**config.mk**
```make
export PLATFORM = sky130hd
export DESIGN_NAME = dcache_axi_line_ctl_flat
export DESIGN_NICKNAME = d
export VERILOG_FILES = /design/src/rtl/dcache_axi_line_ctl_pkg.sv /design/src/rtl/dcache_axi_line_ctl_if.sv /design/src/rtl/dcache_axi_line_ctl_line_buf.sv /design/src/rtl/dcache_axi_line_ctl.sv /design/src/flat_wrapper.sv
export SDC_FILE = /design/constraint.sdc
export NUM_CORES = 1
export LEC_CHECK = 0
export ABC_CLOCK_PERIOD_IN_PS = 5200
export CORE_MARGIN = 4
export CORE_UTILIZATION = 53
export DETAILED_ROUTE_END_ITERATION = 16
export HOLD_SLACK_MARGIN = 0.06
export PLACE_DENSITY = 0.86
export SYNTH_ARGS = -nofsm -noshare
export SYNTH_HDL_FRONTEND = slang
export SYNTH_SLANG_ARGS = --single-unit
```
**constraint.sdc**
```tcl
create_clock -name clk -period 5.2 [get_ports clk]
set_input_delay 0.52 -clock clk [delete_from_list [all_inputs] [get_ports clk]]
set_output_delay 0.52 -clock clk [all_outputs]
set_load 0.02 [all_outputs]
```
**src/rtl/dcache_axi_line_ctl_pkg.sv**
```systemverilog
// Shared types and constants for the dcache line-transfer engine.
package axi_line_pkg;

    typedef enum logic [2:0] {
        ST_IDLE,
        ST_AR,
        ST_R,
        ST_AW,
        ST_W,
        ST_B,
        ST_DONE
    } line_state_e;

    localparam int         LINE_BYTES     = 64;
    localparam int         LINE_BEATS     = 8;
    localparam logic [1:0] AXI_BURST_INCR = 2'b01;
    localparam logic [1:0] AXI_RESP_OKAY  = 2'b00;
    localparam logic [2:0] AXI_SIZE_8B    = 3'd3;
    localparam logic [7:0] AXI_LEN_LINE   = 8'(LINE_BEATS - 1);

endpackage

```
**src/rtl/dcache_axi_line_ctl_if.sv**
```systemverilog
// AXI4 channel bundle between the line engine (master) and the memory bus (slave).
interface dcache_axi_line_ctl_if #(
    parameter int ADDR_W = 64,
    parameter int DATA_W = 64
);
    logic                  arvalid;
    logic                  arready;
    logic [ADDR_W-1:0]     araddr;
    logic [7:0]            arlen;
    logic [2:0]            arsize;
    logic [1:0]            arburst;

    logic                  rvalid;
    logic                  rready;
    logic [DATA_W-1:0]     rdata;
    logic [1:0]            rresp;
    logic                  rlast;

    logic                  awvalid;
    logic                  awready;
    logic [ADDR_W-1:0]     awaddr;
    logic [7:0]            awlen;
    logic [2:0]            awsize;
    logic [1:0]            awburst;

    logic                  wvalid;
    logic                  wready;
    logic [DATA_W-1:0]     wdata;
    logic [DATA_W/8-1:0]   wstrb;
    logic                  wlast;

    logic                  bvalid;
    logic                  bready;
    logic [1:0]            bresp;

    modport master (
        output arvalid, araddr, arlen, arsize, arburst, input arready,
        input  rvalid, rdata, rresp, rlast, output rready,
        output awvalid, awaddr, awlen, awsize, awburst, input awready,
        output wvalid, wdata, wstrb, wlast, input wready,
        input  bvalid, bresp, output bready
    );

    modport slave (
        input  arvalid, araddr, arlen, arsize, arburst, output arready,
        output rvalid, rdata, rresp, rlast, input rready,
        input  awvalid, awaddr, awlen, awsize, awburst, output awready,
        input  wvalid, wdata, wstrb, wlast, output wready,
        output bvalid, bresp, input bready
    );

endinterface

```
**src/rtl/dcache_axi_line_ctl_line_buf.sv**
```systemverilog
// 8-entry line staging buffer: one write port, two combinational read ports.
module line_buf
    import axi_line_pkg::*;
#(
    parameter int DATA_W = 64
) (
    input  logic              clk,
    input  logic              we,
    input  logic [2:0]        waddr,
    input  logic [DATA_W-1:0] wdata,
    input  logic [2:0]        raddr_w,
    output logic [DATA_W-1:0] rdata_w,
    input  logic [2:0]        raddr_c,
    output logic [DATA_W-1:0] rdata_c
);

    logic [DATA_W-1:0] mem_q [LINE_BEATS];

    // Contents are deliberately not reset; every word is written before it is used.
    always_ff @(posedge clk) begin
        if (we) begin
            mem_q[waddr] <= wdata;
        end
    end

    assign rdata_w = mem_q[raddr_w];
    assign rdata_c = mem_q[raddr_c];

endmodule

```
**src/rtl/dcache_axi_line_ctl.sv**
```systemverilog
// Line-transfer engine: stages one 64-byte line and moves it as a single
// 8-beat INCR burst (AR/R refill or AW/W/B writeback).
//
// state   | meaning
// IDLE    | waiting for req; pushes accepted
// AR      | read address presented
// R       | collecting 8 read beats into the buffer
// AW      | write address presented; pushes accepted
// W       | sending buffered words, stalling on words not yet pushed
// B       | waiting for write response
// DONE    | done high until fifo_done
module dcache_axi_line_ctl
    import axi_line_pkg::*;
#(
    parameter int ADDR_W = 64,
    parameter int DATA_W = 64
) (
    input  logic              clk,
    input  logic              rst_n,
    input  logic              req,
    input  logic              rw,
    input  logic [ADDR_W-1:0] req_addr,
    input  logic              fifo_wen,
    input  logic [DATA_W-1:0] fifo_data_i,
    input  logic [8:0]        fifo_idx,
    input  logic              fifo_done,
    output logic              done,
    output logic [DATA_W-1:0] data_o,
    output logic              err,
    dcache_axi_line_ctl_if.master axi
);

    localparam int OFF_W = $clog2(LINE_BYTES);

    line_state_e       state_q, state_d;
    logic [2:0]        beat_q, beat_d;
    logic [3:0]        push_cnt_q, push_cnt_d;
    logic [ADDR_W-1:0] addr_q, addr_d;
    logic              err_q, err_d;

    logic              buf_we;
    logic [2:0]        buf_waddr;
    logic [DATA_W-1:0] buf_wdata;
    logic [DATA_W-1:0] buf_rdata_w;
    logic              wvalid_int;
    logic              unused_bits;

    assign unused_bits = ^{fifo_idx[5:0], req_addr[OFF_W-1:0]};
    assign wvalid_int  = (state_q == ST_W) && ({1'b0, beat_q} < push_cnt_q);

    always_comb begin
        state_d    = state_q;
        beat_d     = beat_q;
        push_cnt_d = push_cnt_q;
        addr_d     = addr_q;
        err_d      = err_q;
        buf_we     = 1'b0;
        buf_waddr  = push_cnt_q[2:0];
        buf_wdata  = fifo_data_i;

        // R is the only state that writes from the bus, and pushes are refused there.
        if (fifo_wen) begin
            if ((state_q inside {ST_IDLE, ST_AW, ST_W}) && (push_cnt_q < 4'(LINE_BEATS))) begin
                buf_we     = 1'b1;
                push_cnt_d = push_cnt_q + 4'd1;
            end else begin
                err_d = 1'b1;
            end
        end

        case (state_q)
            ST_IDLE: begin
                if (req) begin
                    addr_d  = {req_addr[ADDR_W-1:OFF_W], {OFF_W{1'b0}}};
                    state_d = rw ? ST_AW : ST_AR;
                end
            end
            ST_AR: if (axi.arready) state_d = ST_R;
            ST_R: begin
                if (axi.rvalid) begin
                    buf_we    = 1'b1;
                    buf_waddr = beat_q;
                    buf_wdata = axi.rdata;
                    beat_d    = beat_q + 3'd1;
                    if (axi.rresp != AXI_RESP_OKAY) err_d = 1'b1;
                    if (axi.rlast) begin
                        state_d = ST_DONE;
                        if (beat_q != 3'(LINE_BEATS - 1)) err_d = 1'b1;
                    end
                end
            end
            ST_AW: if (axi.awready) state_d = ST_W;
            ST_W: begin
                if (wvalid_int && axi.wready) begin
                    beat_d = beat_q + 3'd1;
                    if (beat_q == 3'(LINE_BEATS - 1)) state_d = ST_B;
                end
            end
            ST_B: begin
                if (axi.bvalid) begin
                    state_d = ST_DONE;
                    if (axi.bresp != AXI_RESP_OKAY) err_d = 1'b1;
                end
            end
            ST_DONE: begin
                if (fifo_done) begin
                    state_d    = ST_IDLE;
                    beat_d     = 3'd0;
                    push_cnt_d = 4'd0;
                end
            end
            default: state_d = ST_IDLE;
        endcase
    end

    always_ff @(posedge clk or negedge rst_n) begin
        if (!rst_n) begin
            state_q    <= ST_IDLE;
            beat_q     <= 3'd0;
            push_cnt_q <= 4'd0;
            addr_q     <= '0;
            err_q      <= 1'b0;
        end else begin
            state_q    <= state_d;
            beat_q     <= beat_d;
            push_cnt_q <= push_cnt_d;
            addr_q     <= addr_d;
            err_q      <= err_d;
        end
    end

    line_buf #(.DATA_W(DATA_W)) u_line_buf (
        .clk     (clk),
        .we      (buf_we),
        .waddr   (buf_waddr),
        .wdata   (buf_wdata),
        .raddr_w (beat_q),
        .rdata_w (buf_rdata_w),
        .raddr_c (fifo_idx[8:6]),
        .rdata_c (data_o)
    );

    assign done        = (state_q == ST_DONE);
    assign err         = err_q;

    assign axi.arvalid = (state_q == ST_AR);
    assign axi.araddr  = addr_q;
    assign axi.arlen   = AXI_LEN_LINE;
    assign axi.arsize  = AXI_SIZE_8B;
    assign axi.arburst = AXI_BURST_INCR;
    assign axi.rready  = (state_q == ST_R);

    assign axi.awvalid = (state_q == ST_AW);
    assign axi.awaddr  = addr_q;
    assign axi.awlen   = AXI_LEN_LINE;
    assign axi.awsize  = AXI_SIZE_8B;
    assign axi.awburst = AXI_BURST_INCR;

    assign axi.wvalid  = wvalid_int;
    assign axi.wdata   = buf_rdata_w;
    assign axi.wstrb   = '1;
    assign axi.wlast   = (state_q == ST_W) && (beat_q == 3'(LINE_BEATS - 1));
    assign axi.bready  = (state_q == ST_B);

endmodule
```
**src/flat_wrapper.sv**
```systemverilog
// flat-port wrapper written by rule: the top's interface ports become plain ports
module dcache_axi_line_ctl_flat import axi_line_pkg::*;
#(
    parameter int ADDR_W = 64,
    parameter int DATA_W = 64
)
  (clk, rst_n, req, rw, req_addr, fifo_wen, fifo_data_i, fifo_idx, fifo_done, done, data_o, err, axi_arvalid, axi_araddr, axi_arlen, axi_arsize, axi_arburst, axi_arready, axi_rvalid, axi_rdata, axi_rresp, axi_rlast, axi_rready, axi_awvalid, axi_awaddr, axi_awlen, axi_awsize, axi_awburst, axi_awready, axi_wvalid, axi_wdata, axi_wstrb, axi_wlast, axi_wready, axi_bvalid, axi_bresp, axi_bready);
  dcache_axi_line_ctl_if #(.ADDR_W(ADDR_W), .DATA_W(DATA_W)) axi_i ();
  input  logic clk;
  input  logic rst_n;
  input  logic req;
  input  logic rw;
  input  logic [ADDR_W-1:0] req_addr;
  input  logic fifo_wen;
  input  logic [DATA_W-1:0] fifo_data_i;
  input  logic [8:0] fifo_idx;
  input  logic fifo_done;
  output logic done;
  output logic [DATA_W-1:0] data_o;
  output logic err;
  output wire logic [$bits(axi_i.arvalid)-1:0] axi_arvalid;
  output wire logic [$bits(axi_i.araddr)-1:0] axi_araddr;
  output wire logic [$bits(axi_i.arlen)-1:0] axi_arlen;
  output wire logic [$bits(axi_i.arsize)-1:0] axi_arsize;
  output wire logic [$bits(axi_i.arburst)-1:0] axi_arburst;
  input wire logic [$bits(axi_i.arready)-1:0] axi_arready;
  input wire logic [$bits(axi_i.rvalid)-1:0] axi_rvalid;
  input wire logic [$bits(axi_i.rdata)-1:0] axi_rdata;
  input wire logic [$bits(axi_i.rresp)-1:0] axi_rresp;
  input wire logic [$bits(axi_i.rlast)-1:0] axi_rlast;
  output wire logic [$bits(axi_i.rready)-1:0] axi_rready;
  output wire logic [$bits(axi_i.awvalid)-1:0] axi_awvalid;
  output wire logic [$bits(axi_i.awaddr)-1:0] axi_awaddr;
  output wire logic [$bits(axi_i.awlen)-1:0] axi_awlen;
  output wire logic [$bits(axi_i.awsize)-1:0] axi_awsize;
  output wire logic [$bits(axi_i.awburst)-1:0] axi_awburst;
  input wire logic [$bits(axi_i.awready)-1:0] axi_awready;
  output wire logic [$bits(axi_i.wvalid)-1:0] axi_wvalid;
  output wire logic [$bits(axi_i.wdata)-1:0] axi_wdata;
  output wire logic [$bits(axi_i.wstrb)-1:0] axi_wstrb;
  output wire logic [$bits(axi_i.wlast)-1:0] axi_wlast;
  input wire logic [$bits(axi_i.wready)-1:0] axi_wready;
  input wire logic [$bits(axi_i.bvalid)-1:0] axi_bvalid;
  input wire logic [$bits(axi_i.bresp)-1:0] axi_bresp;
  output wire logic [$bits(axi_i.bready)-1:0] axi_bready;
  assign axi_arvalid = axi_i.arvalid;
  assign axi_araddr = axi_i.araddr;
  assign axi_arlen = axi_i.arlen;
  assign axi_arsize = axi_i.arsize;
  assign axi_arburst = axi_i.arburst;
  assign axi_i.arready = axi_arready;
  assign axi_i.rvalid = axi_rvalid;
  assign axi_i.rdata = axi_rdata;
  assign axi_i.rresp = axi_rresp;
  assign axi_i.rlast = axi_rlast;
  assign axi_rready = axi_i.rready;
  assign axi_awvalid = axi_i.awvalid;
  assign axi_awaddr = axi_i.awaddr;
  assign axi_awlen = axi_i.awlen;
  assign axi_awsize = axi_i.awsize;
  assign axi_awburst = axi_i.awburst;
  assign axi_i.awready = axi_awready;
  assign axi_wvalid = axi_i.wvalid;
  assign axi_wdata = axi_i.wdata;
  assign axi_wstrb = axi_i.wstrb;
  assign axi_wlast = axi_i.wlast;
  assign axi_i.wready = axi_wready;
  assign axi_i.bvalid = axi_bvalid;
  assign axi_i.bresp = axi_bresp;
  assign axi_bready = axi_i.bready;
  dcache_axi_line_ctl #(.ADDR_W(ADDR_W), .DATA_W(DATA_W)) u_core (.clk(clk), .rst_n(rst_n), .req(req), .rw(rw), .req_addr(req_addr), .fifo_wen(fifo_wen), .fifo_data_i(fifo_data_i), .fifo_idx(fifo_idx), .fifo_done(fifo_done), .done(done), .data_o(data_o), .err(err), .axi(axi_i));
endmodule
```
Yosys cells after proc, flatten, opt, wreduce, memory -nomap -nowiden. Memory sizes are Yosys's and may differ from the RTL's. Index checks and enable logic that the tools add are counted.

ROM bits: 0. Bits in latches: 0. Memories: 1. Logic and storage cells: 76. Register bits: 69. Bits in writable memories: 512.

Bitwise logic cells: 0. Multiplexer cells: 37. Reductions and logical operators: 12. Add/subtract/negate cells: 2. Divide/modulo/power cells: 0. Equality and inequality tests: 17. Multiply operators: 0. Shift-type cells: 0. Order comparisons: 2.

Memory list: u_core.u_line_buf.mem_q (depth 8, bits a word 64, rd ports 2, clocked after Yosys merged registers in 0, wr ports 1, RTL line dcache_axi_line_ctl_line_buf.sv:17) `logic [DATA_W-1:0] mem_q [LINE_BEATS];`.

Operator list (count): 64-bit 2-to-1 mux (2); 3-bit 2-to-1 mux (13); 3-bit case mux with 7 select lines (1); 4-bit 2-to-1 mux (4); 1-bit 2-to-1 mux (14); 2-bit != test, second input constant (7); 3-bit equality test, second input constant (4); 3-bit case mux with 3 select lines (1); 9-bit AND reduction (1); 3-bit by 2-bit equality test with 1-bit output, second input constant (2); 3-bit nonzero test (2); 4-bit by 1-bit adder with 4-bit output, second input constant (1); 1-bit logical AND (4); 3-bit by 4-bit less-than comparator with 1-bit output (1); 4-bit less-than comparator, second input constant (1); 2-bit by 1-bit != test with 1-bit output, second input constant (2); 4-bit AND reduction (1); 2-bit nonzero test (2); 3-bit by 1-bit adder with 3-bit output, second input constant (1); 3-bit by 1-bit equality test with 1-bit output, second input constant (1); 3-bit logical NOT (1); 3-bit != test, second input constant (1); 2-bit 2-to-1 mux (1); 1-bit case mux with 2 select lines (1); 2-bit AND reduction (1).

Depth between registers and ports, before layout. Gate-level depths: netlist (run 1).

Depth in word-level cells: 10. Mapped depth: 7. Depth with buffers taken out: 7.

Cells and area by module. Synthesis (run 1) repeated with hierarchy kept, for this count alone.

Cells, all modules: 1382. Area, all modules: 27689.1 um2.

By module, submodules not included: line_buf (instances 1, cells an instance 979, area an instance 23098.4 um2); dcache_axi_line_ctl (instances 1, cells an instance 403, area an instance 4590.7 um2).

Least setup slack after synthesis (run 1). Ideal clock, no wire load.

Path type: reg-to-reg. From: register u_core.state_q[0]. To: memory u_core.u_line_buf.mem_q[2][0], enable pin. Slack: 555 ps. Clock period less this slack: 4645 ps. Required time: 4714 ps. Arrival: 4159 ps. Cell stages (with the launch flop): 7. Cell sequence: dfrtp_1 > nor3b_2 > and2_1 > buf_4 > buf_4 > a31oi_1 > nor2_1.

Elaborated cells between the ends (all ways): 13. Classes of those cells: eq/ne: 3; mux: 7; reduce/logical: 3.

RTL lines: from (decl) (RTL line dcache_axi_line_ctl.sv:35) `line_state_e state_q, state_d;`; from (signal assigned) (RTL line dcache_axi_line_ctl.sv:124) `state_q <= state_d;`; 3-bit by 2-bit equality test with 1-bit output *; via axi_rready (RTL line flat_wrapper.sv:31) `output wire logic [$bits(axi_i.rready)-1:0] axi_rready;`; 1-bit 2-to-1 mux (RTL line dcache_axi_line_ctl.sv:71) `case (state_q)`; 1-bit 2-to-1 mux (RTL line dcache_axi_line_ctl_line_buf.sv:21) `if (we) begin`; 1-bit 2-to-1 mux (not written as such) (RTL line dcache_axi_line_ctl_line_buf.sv:22) `mem_q[waddr] <= wdata;`; to (decl) (RTL line dcache_axi_line_ctl_line_buf.sv:17).

The timed path passes the listed nets; every way through them passes the cells marked *.

Worst setup path after layout (run 1).
From: register u_core.beat_q[2]. To: output axi_wdata[4].

Word-level cells in the longest chain between the ends: 1.

RTL lines: from (decl) (RTL line dcache_axi_line_ctl.sv:36) `logic [2:0] beat_q, beat_d;`; from (signal assigned) (RTL line dcache_axi_line_ctl.sv:125) `beat_q <= beat_d;`; memory 8 x 64 bit; to (decl) (RTL line flat_wrapper.sv:39) `output wire logic [$bits(axi_i.wdata)-1:0] axi_wdata;`.

Every way passes these cells.

==> results by group, run 1 <==
Finish
  – Net count, final: 2130
  – N_diodes: 0
  – Util after Layout: 0.664
  – Area Growth Syn to Fin: 23.5%
  – Fraction of layout cells with a size suffix above 1: 0.302
  – Final Cell Area: 0.0342 mm2

CTS
  – H-tree depth: 2
  – Clk buf depth: 3
  – Root Buffer: clkbuf_16
  – Setup bufs post-CTS: 0
  – TritonCTS Buffers: 57
  – Post-CTS sizing: 0
  – Hold_buf cts: 0
  – CTS tree: done
  – Worst skew pair latency: 0.61 ns
  – Clk sinks: 581
  – CTS clk-pin slew, worst paths: 0.06 ns

Floorplan
  – Die W: 237 um
  – CORE AREA: 0.0515 mm2
  – Die Footprint: 0.0560 mm2
  – Die span in y: 237 um
  – Site Rows: 83
  – Starting Density: 0.538
  – IO Count: 515

STA
  – Max-Slew Margin vs Limit: 0.298
  – Period Utilization, post-route: 0.777
  – RSZ-0062 raised after global routing: false
  – Fmax: 0.247 GHz
  – Total negative slack: 0 ns
  – Fin crit period: 4.04 ns
  – Worst clock skew: 0.0197 ns
  – Slew Limit Fails: 0
  – Transition time of the tightest slew-check pin: 1.05 ns
  – Final setup vio count: 0
  – Fin. Hold Viols: 0

Yosys
  – Synth async-reset ratio: 0.119
  – Ys Warns: 0
  – Post-synth EDFFs: 512
  – Mapped Cells: 1518
  – Top FF cell, synth: edfxtp_1
  – Post-Syn Area: 0.0277 mm2
  – Register area share after synthesis: 0.617
  – Yosys cell types: 40
  – Seq cells post-synth: 581
  – Syn Area/Cell: 18.2 um2

Worst setup path
  – R2r endpoint: u_core.u_line_buf.mem_q[2][29]$_DFFE_PP_
  – End point of the critical path: axi_wdata[4]
  – Kind of end point of the critical path: primary output
  – CP max stage delay: 0.76 ns
  – CP Launch Point: u_core.beat_q[2]$_DFFE_PN0P_
  – Reg2Reg Launch Point: u_core.beat_q[2]$_DFFE_PN0P_
  – Crit Path Class: reg -> out
  – CP Launch Type: flop
  – Req. time, crit path: 4.68 ns
  – Max FO, Critical Path: 41
  – Critical Path, Cell by Cell: clkinv_2, buf_4, nand2_1, nand2_1, clkdlybuf4s50_1
  – Critical path arrival: 3.52 ns
  – Slowest CP cell: dfrtp_4
  – Slack of the worst reg-to-reg path: 1.94 ns
  – Reg2reg path depth: 4
  – Critical path's most frequent cell: nand2_1

Detailed routing
  – Post-route ant nets: 0
  – 1st-pass router iterations: 7
  – Total Wirelength: 71500 um
  – Vias: 16200
  – Vias/cell: 6.14
  – Initial DRC count: 1417
  – WL/cell: 27.1 um
  – DRC violations left: 0

Placement
  – DP Wirelength: 45300 um
  – DP Area: 0.0323 mm2
  – Routability cong.: 0.819
  – Port Buf Inserts: 456

Power
  – PwrDens: 541 mW/mm2
  – VDD IR-drop max: 387 uV
  – Power Total: 18.5 mW
  – Lkg Pwr: 11.7 nW

GRT
  – Vias in the first global route: 17500
  – Largest net degree at the start of global routing: 75
  – Gr usage total: 0.252
  – Congestion Overflow GR: 0
  – Initial antenna violation count: 1
  – First-pass GRT wire length: 107000 um

Outcome
  – Outcome: finished clean

Hold path
  – Worst Hold Class: in -> async

Run
  – Max Cap Viol: 0
==> layer usage <==
metal / routed length (um) / global-route usage / vias to the layer above
li1: - / - / 6713
met1: 25900 / 0.315 / 8472
met2: 38300 / 0.454 / 850
met3: 4960 / 0.0367 / 154
met4: 2300 / 0.0862 / 0
met5: 0 / 0 / -
==> through the flow <==
stage                     hold WS (ns)  worst slack, ns  instances
final                            0.123             1.16       2636
after global routing             0.184             1.06       2636
after CTS                        0.132             1.14       2636
after detailed placement         0.487             1.68       2529
after global placement           0.478             1.69       2529
after floorplan                  0.224            0.555       1562
==> cells in the final DEF (no fill, tap or decap), drive strengths merged, types with 2 or more instances in the layout <==
cell type and instances:
and3 2, and2 4, buf 37, bufinv 6
mux4 256, clkbuf 74, clkdlybuf4s50 452, mux2 189
nor3b 2, clkinvlp 3, edfxtp 512, mux2i 6
o21ai 3, a31oi 5, a21oi 7, nand2b 4
ha 5, a32oi 2, o31ai 2, nor3 6
xnor2 2, inv 8, nand2 202, nor2 16
nor2b 3, conb 46, dfrtp 69, clkinv 24
==> cell families (layout without fill, tap and decap cells) <==
logic type               Yosys count  after routing  synth area share
AO/OA/AOI/OAI                     25             25           0.00651
XOR/XNOR                           2              2          0.000633
adder cells (fa/ha/maj)            5              5           0.00226
buffers and inverters            210            604            0.0501
flip-flops                       581            581             0.617
multiplexers                     451            451             0.287
other                              2             46          0.000271
AND/OR/NAND/NOR                  242            242            0.0356
==> registers in the layout (all words and copies together), names as in the netlist <==
name / cells
u_core.beat_q: 3
u_core.axi.araddr: 58
u_core.err: 1
u_core.u_line_buf.mem_q: 512
u_core.push_cnt_q: 4
u_core.state_q: 3
==> how the worst min path moves through the flow <==
| stage | start | to | slack (ns) | cells past startpoint |
|---|---|---|---|---|
| 6_report | rst_n | u_core.axi.araddr[52]$_DFFE_PN0P_ | 0.12 | 2 |
| 5_1_grt | rst_n | u_core.axi.araddr[33]$_DFFE_PN0P_ | 0.18 | 2 |
| 4_1_cts | rst_n | u_core.axi.araddr[33]$_DFFE_PN0P_ | 0.13 | 2 |
| 3_5_place_dp | u_core.err$_DFF_PN0_ | u_core.err$_DFF_PN0_ | 0.49 | 1 |
| 3_3_place_gp | u_core.err$_DFF_PN0_ | u_core.err$_DFF_PN0_ | 0.48 | 1 |
| 2_1_floorplan | rst_n | u_core.axi.araddr[10]$_DFFE_PN0P_ | 0.22 | 0 |
==> worst max-delay path: cells and delay by family, from the launching register on <==
kind	cells	cell delay (ns)
simple gates	2	0.18
buf+inv	3	1.89
flops	1	0.76
==> power by group <==
part | total, mW | switching [mW] | internal, mW
clock | 4.11 | 1.73 | 2.38
combinational | 7.72 | 4.02 | 3.70
sequential | 6.69 | 0.686 | 6.00
==> cells in the mapped netlist, drive strengths merged (2+ instances only) <==
| cell type | instances | area, um2 |
|---|---|---|
| ha | 5 | 62.6 |
| nor3b | 2 | 25.0 |
| xnor2 | 2 | 17.5 |
| and2 | 4 | 25.0 |
| a31oi | 5 | 31.3 |
| mux2i | 6 | 60.1 |
| nand2b | 4 | 25.0 |
| mux2 | 189 | 2130 |
| edfxtp | 512 | 15400 |
| conb | 2 | 7.51 |
| o31ai | 2 | 15.0 |
| dfrtp | 69 | 1730 |
| nor2 | 16 | 60.1 |
| nor3 | 6 | 35.0 |
| a21oi | 7 | 38.8 |
| and3 | 2 | 12.5 |
| mux4 | 256 | 5770 |
| clkbuf | 29 | 113 |
| inv | 8 | 30.0 |
| nor2b | 3 | 18.8 |
| buf | 173 | 1240 |
| a32oi | 2 | 17.5 |
| nand2 | 202 | 758 |
| o21ai | 3 | 15.0 |
==> cell type report <==
type	instances	area [um2]
fillers	3368	17300
flip-flops and latches	581	17100
multi-input cells	771	9440
repair buffers	489	4900
clock buffers	74	1530
well taps	680	851
clock inverters	33	334
inverters	8	31.3
No activity file was read; power rests on OpenSTA's default activity.
==> run 2: changes to the inputs <==
--- a/config.mk
+++ b/config.mk
@@ -5,7 +5,7 @@
 export SDC_FILE = /design/constraint.sdc
 export NUM_CORES = 1
 export LEC_CHECK = 0
-export ABC_CLOCK_PERIOD_IN_PS = 5200
+export ABC_CLOCK_PERIOD_IN_PS = 4000
 export CORE_MARGIN = 4
 export CORE_UTILIZATION = 53
 export DETAILED_ROUTE_END_ITERATION = 16
==> constraint.sdc (replaced) <==
create_clock -name clk -period 4 [get_ports clk]
set_input_delay 0.4 -clock clk [delete_from_list [all_inputs] [get_ports clk]]
set_output_delay 0.4 -clock clk [all_outputs]
set_load 0.02 [all_outputs]
==> run 2 against run 1 <==
- final cell count increased by 0.72%
- largest cell class unchanged
- critical endpoint is now axi_wdata[49]
- register-to-register slack got worse by 0.86 ns
- critical path type unchanged
- clock skew increased by 0.0064 ns
==> results by group, run 2 (synthesis results as in run 1) <==
GRT
  – Met2 usage: 0.460
  – Largest net degree at the start of global routing: 65
  – Vias in the first global route: 17000
  – Initial antenna violation count: 6
  – Congestion Overflow GR: 0
  – Gr usage total: 0.259
  – GRT busiest layer: met2
  – First-pass GRT wire length: 109000 um
  – Met3 Usage GRT: 0.0504
  – Grt met1 use: 0.328

Worst setup path
  – Max FO, Critical Path: 24
  – Reg2reg path depth: 5
  – Crit Path Class: reg -> out
  – R2r endpoint: u_core.u_line_buf.mem_q[7][31]$_DFFE_PP_
  – CP delay by family, top: buffers and inverters
  – Critical path arrival: 3.12 ns
  – CP Launch Point: u_core.beat_q[0]$_DFFE_PN0P_
  – Critical Path, Cell by Cell: buf_4, mux4_2, nand2_1, nand2_1, clkdlybuf4s50_1
  – Slowest CP cell: dfrtp_4
  – CP max stage delay: 0.75 ns
  – Slack of the worst reg-to-reg path: 1.08 ns
  – Reg2Reg Launch Point: u_core.state_q[1]$_DFFE_PN0P_
  – Kind of end point of the critical path: primary output
  – CP Launch Type: flop
  – Critical path's most frequent cell: nand2_1
  – Req. time, crit path: 3.60 ns
  – Buf/Inv on CP: 2

Floorplan
  – Starting Density: 0.538
  – Die W: 237 um
  – CORE AREA: 0.0515 mm2
  – Die Footprint: 0.0560 mm2
  – Die span in y: 237 um
  – Site Rows: 83
  – IO Count: 515

Detailed routing
  – Initial DRC count: 1540
  – Vias: 16300
  – Vias/cell: 6.13
  – Post-route ant nets: 0
  – WL/cell: 27.8 um
  – DRC violations left: 0
  – 1st-pass router iterations: 5
  – Total Wirelength: 73800 um

STA
  – Max-Slew Margin vs Limit: 0.381
  – Period Utilization, post-route: 0.881
  – Final setup vio count: 0
  – Post-Route Hold Slack: 0.402 ns
  – Worst clock skew: 0.0260 ns
  – Transition time of the tightest slew-check pin: 0.928 ns
  – Fin. Hold Viols: 0
  – Fin crit period: 3.52 ns
  – Fmax: 0.284 GHz
  – Slew Limit Fails: 0
  – RSZ-0062 raised after global routing: false

Power
  – Sw frac: 0.350
  – NetSw: 8.48 mW
  – Power Total: 24.2 mW
  – Internal power: 15.7 mW
  – PwrDens: 704 mW/mm2
  – Clock Power Share: 0.220
  – VDD IR-drop max: 437 uV
  – Seq pwr share: 0.357
  – Lkg Pwr: 11.7 nW
  – Combinational group share of total power: 0.423

Run
  – Max Cap Viol: 0

Placement
  – Port Buf Inserts: 456
  – Routability cong.: 0.844
  – DP Wirelength: 46900 um
  – DP Area: 0.0325 mm2

Hold path
  – Worst hold path depth: 2
  – Hold endpoint: u_core.axi.araddr[37]$_DFFE_PN0P_
  – Hold wc startpoint: req_addr[37]
  – Worst Hold Class: in -> reg

CTS
  – TritonCTS Buffers: 58
  – Root Buffer: clkbuf_16
  – Post-CTS sizing: 0
  – H-tree depth: 2
  – CTS clk-pin slew, worst paths: 0.06 ns
  – Clk sinks: 581
  – Setup bufs post-CTS: 0
  – CTS tree: done
  – Worst skew pair latency: 0.62 ns
  – Clk buf depth: 3

Finish
  – Register area: 0.0171 mm2
  – Filler cells: 3343
  – Net count, final: 2145
  – Final Cell Area: 0.0344 mm2
  – Highest-count cells in the layout ignoring fill and taps: 512 x edfxtp_1, 452 x clkdlybuf4s50_1, 256 x mux4_2
  – Reg with most FFs: u_core.u_line_buf.mem_q
  – Max reg flops: 512
  – Area Growth Syn to Fin: 24.0%
  – Multi-input logic area: 0.00944 mm2
  – Util after Layout: 0.667
  – Most common cell after layout, fill and taps aside: edfxtp_1
  – Fraction of layout cells with a size suffix above 1: 0.304

Outcome
  – Outcome: finished clean
-- run 2: worst max-delay path by stage --
| stage | endpoint | slack (ns) | cells after the start |
|---|---|---|---|
| 5_1_grt | axi_wdata[51] | 0.26 | 5 |
| 2_1_floorplan | u_core.u_line_buf.mem_q[2][0]$_DFFE_PP_ | -0.65 | 6 |
| 6_report | axi_wdata[49] | 0.48 | 5 |
| 3_3_place_gp | data_o[23] | 1.05 | 5 |
| 3_5_place_dp | data_o[3] | 1.03 | 5 |
| 4_1_cts | axi_wdata[42] | 0.36 | 5 |
-- run 2: layer usage --
layer  wire length [um]  up-vias
li1                   -     6745
met1              26700     8511
met2              39600      912
met3               5770      108
met4               1750        0
met5                  0        -
-- run 2: repair_timing --
item | CTS | global route
endpoints found under the setup margin | 0 | 0
hold buffers | 1 | 0
hold endpoints to repair | 40 | 0
-- run 2: through the flow --
step | TNS (ns) | instances | setup WS, ns
after floorplan | -325.12 | 1562 | -0.645
after global placement | 0 | 2542 | 1.05
after detailed placement | 0 | 2542 | 1.03
after CTS | 0 | 2650 | 0.358
after global routing | 0 | 2655 | 0.260
final | 0 | 2655 | 0.477
-- run 2: cell type report --
class / instances / share of cell area
Antenna cell: 5 / 0.000364
Inverter: 8 / 0.000911
Multi-Input combinational cell: 771 / 0.275
Clock buffer: 70 / 0.0455
Tap cell: 680 / 0.0248
Clock inverter: 37 / 0.00878
Sequential cell: 581 / 0.498
Timing Repair Buffer: 503 / 0.147
-- run 2: worst reg2reg max path, cell delays in order, from the launching register on --
cell and delay, ns:
dfrtp_1 0.57, nor3b_2 0.33, and2_4 0.57, a31oi_1 0.33
nor2_4 0.17, buf_4 0.57
-- run 2: power groups by stage --
stage          registers (mW)  logic (mW)  clock network [mW]
6_report                 8.64        10.2                5.31
5_1_grt                  8.74        10.8                5.67
3_5_place_dp             8.73        10.3                   0
4_1_cts                  8.63        10.3                5.40
2_1_floorplan            8.72        6.21                   0
3_3_place_gp             8.61        10.1                   0
